$ cat src/rtl/bpm_pkg.sv
// Shared constants and FSM state encoding for the BPM window averager.
package bpm_pkg;

   localparam int unsigned BPM_W         = 8;
   localparam int unsigned BPM_MIN_DFLT  = 30;
   localparam int unsigned BPM_MAX_DFLT  = 220;
   localparam int unsigned ALARM_HI_DFLT = 120;
   localparam int unsigned ALARM_LO_DFLT = 50;

   typedef enum logic [2:0] {
      ST_IDLE,
      ST_ACK,
      ST_CHECK,
      ST_UPDATE,
      ST_WAIT_LOW
   } state_e;

endpackage

$ cat src/rtl/bpm_ring_buf.sv
// Ring of the last 2**WIN_LOG2 accepted readings; exposes the slot about to be
// overwritten and whether the window is full once the pending write lands.
module bpm_ring_buf
   import bpm_pkg::*;
#(
   parameter int unsigned WIN_LOG2 = 2
) (
   input  logic             clk,
   input  logic             rst_n,
   input  logic             wr_en,
   input  logic [BPM_W-1:0] wr_data,
   output logic [BPM_W-1:0] old_data,
   output logic             full_next
);

   localparam int unsigned DEPTH  = 1 << WIN_LOG2;
   localparam int unsigned FILL_W = WIN_LOG2 + 1;
   localparam logic [FILL_W-1:0] DEPTH_F = FILL_W'(DEPTH);

   logic [BPM_W-1:0]    slot_q [DEPTH];
   logic [BPM_W-1:0]    slot_d [DEPTH];
   logic [WIN_LOG2-1:0] wr_ptr_q, wr_ptr_d;
   logic [FILL_W-1:0]   fill_q, fill_d;

   always_comb begin
      slot_d   = slot_q;
      wr_ptr_d = wr_ptr_q;
      fill_d   = fill_q;
      if (wr_en) begin
         slot_d[wr_ptr_q] = wr_data;
         wr_ptr_d         = wr_ptr_q + 1'b1;
         if (fill_q != DEPTH_F) begin
            fill_d = fill_q + 1'b1;
         end
      end
   end

   // Read of the outgoing slot happens before the write, so the caller can
   // subtract it from the running sum in the same cycle.
   assign old_data  = slot_q[wr_ptr_q];
   assign full_next = wr_en && (fill_d == DEPTH_F);

   always_ff @(posedge clk) begin
      if (!rst_n) begin
         for (int i = 0; i < DEPTH; i++) begin
            slot_q[i] <= '0;
         end
         wr_ptr_q <= '0;
         fill_q   <= '0;
      end else begin
         slot_q   <= slot_d;
         wr_ptr_q <= wr_ptr_d;
         fill_q   <= fill_d;
      end
   end

endmodule

$ cat src/rtl/bpm_averager.sv
// Windowed mean of plausible BPM readings with handshake, reject counter and
// overrun flag. Define BPM_ALARM_EN to build the high/low rate alarms.
module bpm_averager
   import bpm_pkg::*;
#(
   parameter int unsigned WIN_LOG2 = 2,
   parameter int unsigned BPM_MIN  = BPM_MIN_DFLT,
   parameter int unsigned BPM_MAX  = BPM_MAX_DFLT,
   parameter int unsigned ALARM_HI = ALARM_HI_DFLT,
   parameter int unsigned ALARM_LO = ALARM_LO_DFLT
) (
   input  logic             clk,
   input  logic             rst_n,
   input  logic             en,
   input  logic [BPM_W-1:0] bpm_value,
   input  logic             bpm_valid,
   output logic             bpm_copied,
   output logic [BPM_W-1:0] avg_bpm,
   output logic             avg_valid,
   input  logic             avg_ack,
   output logic             overrun,
   output logic [BPM_W-1:0] rej_cnt,
   output logic             alarm_hi,
   output logic             alarm_lo
);

   localparam int unsigned SUM_W = BPM_W + WIN_LOG2;
   localparam logic [BPM_W-1:0] MIN_V = BPM_W'(BPM_MIN);
   localparam logic [BPM_W-1:0] MAX_V = BPM_W'(BPM_MAX);

   state_e           state_q, state_d;
   logic [BPM_W-1:0] reading_q, reading_d;
   logic [SUM_W-1:0] sum_q, sum_d;
   logic [BPM_W-1:0] avg_q, avg_d;
   logic             avg_valid_q, avg_valid_d;
   logic             overrun_q, overrun_d;
   logic [BPM_W-1:0] rej_cnt_q, rej_cnt_d;
   logic             publish;
   logic             ring_wr;
   logic [BPM_W-1:0] old_slot;
   logic             ring_full_next;

   assign ring_wr = (state_q == ST_UPDATE);

   bpm_ring_buf #(
      .WIN_LOG2 (WIN_LOG2)
   ) u_ring (
      .clk       (clk),
      .rst_n     (rst_n),
      .wr_en     (ring_wr),
      .wr_data   (reading_q),
      .old_data  (old_slot),
      .full_next (ring_full_next)
   );

   always_comb begin
      state_d     = state_q;
      reading_d   = reading_q;
      sum_d       = sum_q;
      avg_d       = avg_q;
      avg_valid_d = avg_valid_q;
      overrun_d   = overrun_q;
      rej_cnt_d   = rej_cnt_q;
      publish     = 1'b0;

      case (state_q)
         ST_IDLE: begin
            if (en && bpm_valid) begin
               reading_d = bpm_value;
               state_d   = ST_ACK;
            end
         end
         ST_ACK: begin
            state_d = ST_CHECK;
         end
         ST_CHECK: begin
            if ((reading_q < MIN_V) || (reading_q > MAX_V)) begin
               if (rej_cnt_q != 8'hFF) begin
                  rej_cnt_d = rej_cnt_q + 1'b1;
               end
               state_d = ST_WAIT_LOW;
            end else begin
               state_d = ST_UPDATE;
            end
         end
         ST_UPDATE: begin
            sum_d   = sum_q - SUM_W'(old_slot) + SUM_W'(reading_q);
            publish = ring_full_next;
            state_d = ST_WAIT_LOW;
         end
         ST_WAIT_LOW: begin
            // Upstream holds valid until it sees the copy pulse; wait for it to drop.
            if (!bpm_valid) begin
               state_d = ST_IDLE;
            end
         end
         default: begin
            state_d = ST_IDLE;
         end
      endcase

      if (publish) begin
         avg_d       = BPM_W'(sum_d >> WIN_LOG2);
         avg_valid_d = 1'b1;
         if (avg_valid_q && !avg_ack) begin
            overrun_d = 1'b1;
         end
      end else if (avg_ack) begin
         avg_valid_d = 1'b0;
      end
   end

   always_ff @(posedge clk) begin
      if (!rst_n) begin
         state_q     <= ST_IDLE;
         reading_q   <= '0;
         sum_q       <= '0;
         avg_q       <= '0;
         avg_valid_q <= 1'b0;
         overrun_q   <= 1'b0;
         rej_cnt_q   <= '0;
      end else begin
         state_q     <= state_d;
         reading_q   <= reading_d;
         sum_q       <= sum_d;
         avg_q       <= avg_d;
         avg_valid_q <= avg_valid_d;
         overrun_q   <= overrun_d;
         rej_cnt_q   <= rej_cnt_d;
      end
   end

   assign bpm_copied = (state_q == ST_ACK);
   assign avg_bpm    = avg_q;
   assign avg_valid  = avg_valid_q;
   assign overrun    = overrun_q;
   assign rej_cnt    = rej_cnt_q;

`ifdef BPM_ALARM_EN
   localparam logic [BPM_W-1:0] HI_V = BPM_W'(ALARM_HI);
   localparam logic [BPM_W-1:0] LO_V = BPM_W'(ALARM_LO);

   logic alarm_hi_q, alarm_hi_d;
   logic alarm_lo_q, alarm_lo_d;

   always_comb begin
      alarm_hi_d = alarm_hi_q;
      alarm_lo_d = alarm_lo_q;
      if (publish) begin
         alarm_hi_d = (avg_d > HI_V);
         alarm_lo_d = (avg_d < LO_V);
      end
   end

   always_ff @(posedge clk) begin
      if (!rst_n) begin
         alarm_hi_q <= 1'b0;
         alarm_lo_q <= 1'b0;
      end else begin
         alarm_hi_q <= alarm_hi_d;
         alarm_lo_q <= alarm_lo_d;
      end
   end

   assign alarm_hi = alarm_hi_q;
   assign alarm_lo = alarm_lo_q;
`else
   assign alarm_hi = 1'b0;
   assign alarm_lo = 1'b0;
`endif

endmodule

$ cat config.mk
export PLATFORM = sky130hd
export DESIGN_NAME = bpm_averager
export DESIGN_NICKNAME = d
export VERILOG_FILES = /design/src/rtl/bpm_pkg.sv /design/src/rtl/bpm_ring_buf.sv /design/src/rtl/bpm_averager.sv
export SDC_FILE = /design/constraint.sdc
export NUM_CORES = 1
export LEC_CHECK = 0
export ABC_AREA = 1
export CORE_MARGIN = 10
export CORE_UTILIZATION = 50
export CTS_CLUSTER_DIAMETER = 100
export DETAILED_ROUTE_END_ITERATION = 12
export PLACE_DENSITY_LB_ADDON = 0.12
export SETUP_SLACK_MARGIN = 0.05
export SLEW_MARGIN = 40
export SYNTH_ARGS = -nofsm -noshare
export SYNTH_HDL_FRONTEND = slang
export SYNTH_SLANG_ARGS = --single-unit
export TNS_END_PERCENT = 1
$ cat constraint.sdc
create_clock -name clk -period 2.9 [get_ports clk]
set_input_delay 0.29 -clock clk [delete_from_list [all_inputs] [get_ports clk]]
set_output_delay 0.29 -clock clk [all_outputs]
set_load 0.005 [all_outputs]
==> results.py <==
metrics = {
    "status": {
        "status": "finished clean",
    },
    "finish": {
        "final_util_pct": 61.4,
        "drive_above_1_share_pct": 9.97,
        "fin_cells": 694,
        "area_delta_synth_final_pct": 19.6,
        "num_antenna_cells": 0,
        "final_nets": 625,
    },
    "yosys": {
        "ys_seq_area_share_pct": 38.3,
        "syn_inst": 553,
        "synth_top_family_by_area": "simple AND/OR/NAND/NOR gates",
        "yosysTopAreaCell": "dfxtp_1",
        "synth-xor-area-share_pct": 1.77,
        "synth_compound_area_share_pct": 15.6,
        "netlist-cell-type-count": 31,
        "async_reset_ff_share_pct": 0,
        "ys_warn_count": 0,
        "synth_edf_count": 0,
        "ys_top_cells_by_area": "dfxtp_1, nand2_1, a21oi_1, nand3_1, inv_1",
        "yosys.area_share.adder_pct": 9.40,
        "synth.area.mux_share_pct": 0,
        "synth-seq-cells": 76,
        "synth_top_flop_cell": "dfxtp_1",
        "syn_area_mm2": 0.00397,
        "avgSynthCellArea_um2": 7.17,
        "synth-simple-area-share_pct": 25.6,
        "synth_top_area_share_pct": 38.3,
    },
    "setup_path": {
        "crit_top_cell": "nand3_1",
        "worstPathArrival_ps": 2950,
        "critical_path_class": "register to register",
        "crit_path_cell_trace": "clkinv_1 -> buf_4 -> o21ai_1 -> o22ai_1 -> fa_1 -> inv_1 -> ha_2 -> or2_2 -> nand3_1 -> nand3b_1 -> nand3_1 -> nand3_1 -> nand2_1 -> inv_1",
        "cp_max_fo": 7,
        "slowest_delay_ps": 520,
        "critPathSlowestCell": "fa_1",
        "cp-end-kind": "register",
        "cp-start-kind": "register",
        "cp.required_ps": 3160,
    },
    "job": {
        "maxCapViolCount": 0,
    },
    "clock_network": {
        "cts.sinks": 76,
        "htree_num_levels": 3,
        "clkTransAtPathRegs_ps": 80,
        "tritoncts": "built",
        "root_buffer": "clkbuf_8",
        "worst_skew_pair.late_latency_ps": 360,
        "clk_path_buf_depth": 2,
        "holdBufCountCts": 0,
        "cts_buffers": 9,
    },
    "detailed_routing": {
        "viasPerCell": 5.32,
        "antenna_left": 0,
        "via_count": 3689,
        "drt_iter0_drc": 204,
        "wl_per_cell_um": 13.9,
        "drcViolationCount": 0,
        "dr.pass1.iters": 5,
        "routed_wl_um": 9650,
    },
    "floorplanning": {
        "die_area_mm2": 0.0119,
        "die_h_um": 109,
        "coreArea_mm2": 0.00773,
        "die_w_um": 109,
        "rows": 32,
        "ios": 34,
        "start_util_pct": 51.3,
    },
    "global_route": {
        "grt_pass1_wl_um": 15900,
        "antenna_found_initial": 0,
        "grt_pass1_vias": 3388,
        "grt_use_total_pct": 16.3,
        "grt_overflow": 0,
        "grt_max_degree": 30,
    },
    "power": {
        "cellLeakagePower_nw": 1.92,
        "peakVddDrop_mv": 0.356,
        "power.density_mw_per_mm2": 553,
        "finalPower_mw": 2.63,
    },
    "hold_path": {
        "hold_path.class": "register to register",
    },
    "placement": {
        "place_ws_ps": 95.1,
        "dpl.cell_count": 676,
        "hpwl_um": 6990,
        "port_buffers": 31,
        "gp_congestion": 0.893,
    },
    "timing": {
        "slew_headroom_pct": 54.0,
        "fin_ws_ps": 204,
        "worst_pin_slew_ps": 688,
        "hold_violations": 0,
        "fin_crit_sh_pct": 93.0,
        "report.final.slew_viol_count": 0,
        "rsz0062_at_grt": "no",
        "fmax_mhz": 371,
        "setup_viol": 0,
        "tns_ps": 0,
        "clock_skew_ps": 11.3,
        "finalCriticalPeriod_ps": 2700,
    },
}
## cells in the mapped netlist (3+ instances only)
master	number
nand2_1	99
dfxtp_1	76
a21oi_1	68
inv_1	66
nand3_1	59
nor2_1	48
o21ai_0	38
clkbuf_1	19
ha_1	17
nand4_1	10
fa_1	8
o22ai_1	8
xor2_1	5
nor3_1	4
buf_4	3
nand3b_1	3
or2_2	3
xnor2_1	3
## layout make-up
class                      count  area (um^2)
clock buffer                  11          151
clock inverter                 5         82.6
fill                         713         2980
inverter                      69          263
multi-input combinational    384         2160
sequential                    76         1530
tap                          102          128
timing repair buffer          46          427
timing repair inverter         1         7.51
## cell usage in the layout, fill, tap and decap left out, types with 2 or more instances in the layout
cell type	Yosys	layout
a21o_1	2	2
a21oi_1	68	65
a21oi_2	0	3
buf_4	3	14
bufinv_16	0	2
clkbuf_8	0	11
clkdlybuf4s50_1	0	31
clkinvlp_4	0	2
conb_1	1	2
dfxtp_1	76	74
fa_1	8	7
ha_1	17	12
ha_2	0	3
ha_4	0	2
inv_1	66	66
nand2_1	99	98
nand3_1	59	58
nand3b_1	3	3
nand4_1	10	10
nor2_1	48	46
nor2_2	0	2
nor3_1	4	4
o21ai_0	38	30
o21ai_1	0	6
o21ai_2	0	2
o22ai_1	8	7
or2_2	3	3
xnor2_1	3	3
xor2_1	5	5
## sequential cells by signal (all words and copies together) (netlist names)
signal	cells
rej_cnt	8
u_ring.wr_ptr_q	2
u_ring.fill_q	3
sum_q	10
state_q	3
avg_bpm	8
reading_q	8
overrun	1
avg_valid	1
u_ring.slot_q	32
## power breakdown
part           switching [mW]  leakage, nW  internal, mW
sequential             0.0276        0.615          1.07
clock                   0.403        0.120         0.535
combinational           0.360         1.18         0.232
## kinds of logic (layout without fill, tap and decap cells)
kind of cell             Yosys count  count (layout)
adder cells (fa/ha/maj)           25              25
AO/OA/AOI/OAI                    119             119
other                              1               2
AND/OR/NAND/NOR                  230             230
XOR/XNOR                           8               8
flip-flops                        76              76
buffers and inverters             94             132
## worst paths after layout
check | startpoint | to | slack (ps) | cells after the start
min | overrun | overrun | 460 | 2
min reg2reg | overrun | overrun | 460 | 2
max reg2reg | u_ring.wr_ptr_q[0] | avg_bpm[3] | 200 | 14
max | u_ring.wr_ptr_q[0] | avg_bpm[3] | 200 | 14
## layer usage
| metal | wire (um) | vias to the layer above | global-route usage [%] |
|---|---|---|---|
| li1 | - | 1882 | - |
| met1 | 4520 | 1687 | 21.5 |
| met2 | 4400 | 109 | 26.0 |
| met3 | 593 | 11 | 3.13 |
| met4 | 146 | 0 | 5.93 |
| met5 | 0 | - | 0 |
## metrics by stage
stage	hold slack, ps	cell area, um^2
5_1_grt	483	4750
3_5_place_dp	445	4410
4_1_cts	460	4640
2_1_floorplan	435	3970
6_report	459	4750
3_3_place_gp	438	4410
## critical path, delay by kind of cell (launching register included)
family / cells / cell delay (ps)
adders and majority gates: 2 / 840
AOI/OAI and AO/OA: 2 / 240
and+or+nand+nor: 6 / 830
buffers and inverters: 4 / 330
DFF: 1 / 360
## what timing repair did
| action | CTS | global route |
|---|---|---|
| buffers inserted | 0 | 1 |
| endpoints found under the setup margin | 0 | 14 |
| hold endpoints to repair | 0 | 0 |
| gates resized for setup | 0 | 31 |
No activity file was read; power rests on OpenSTA's default activity.
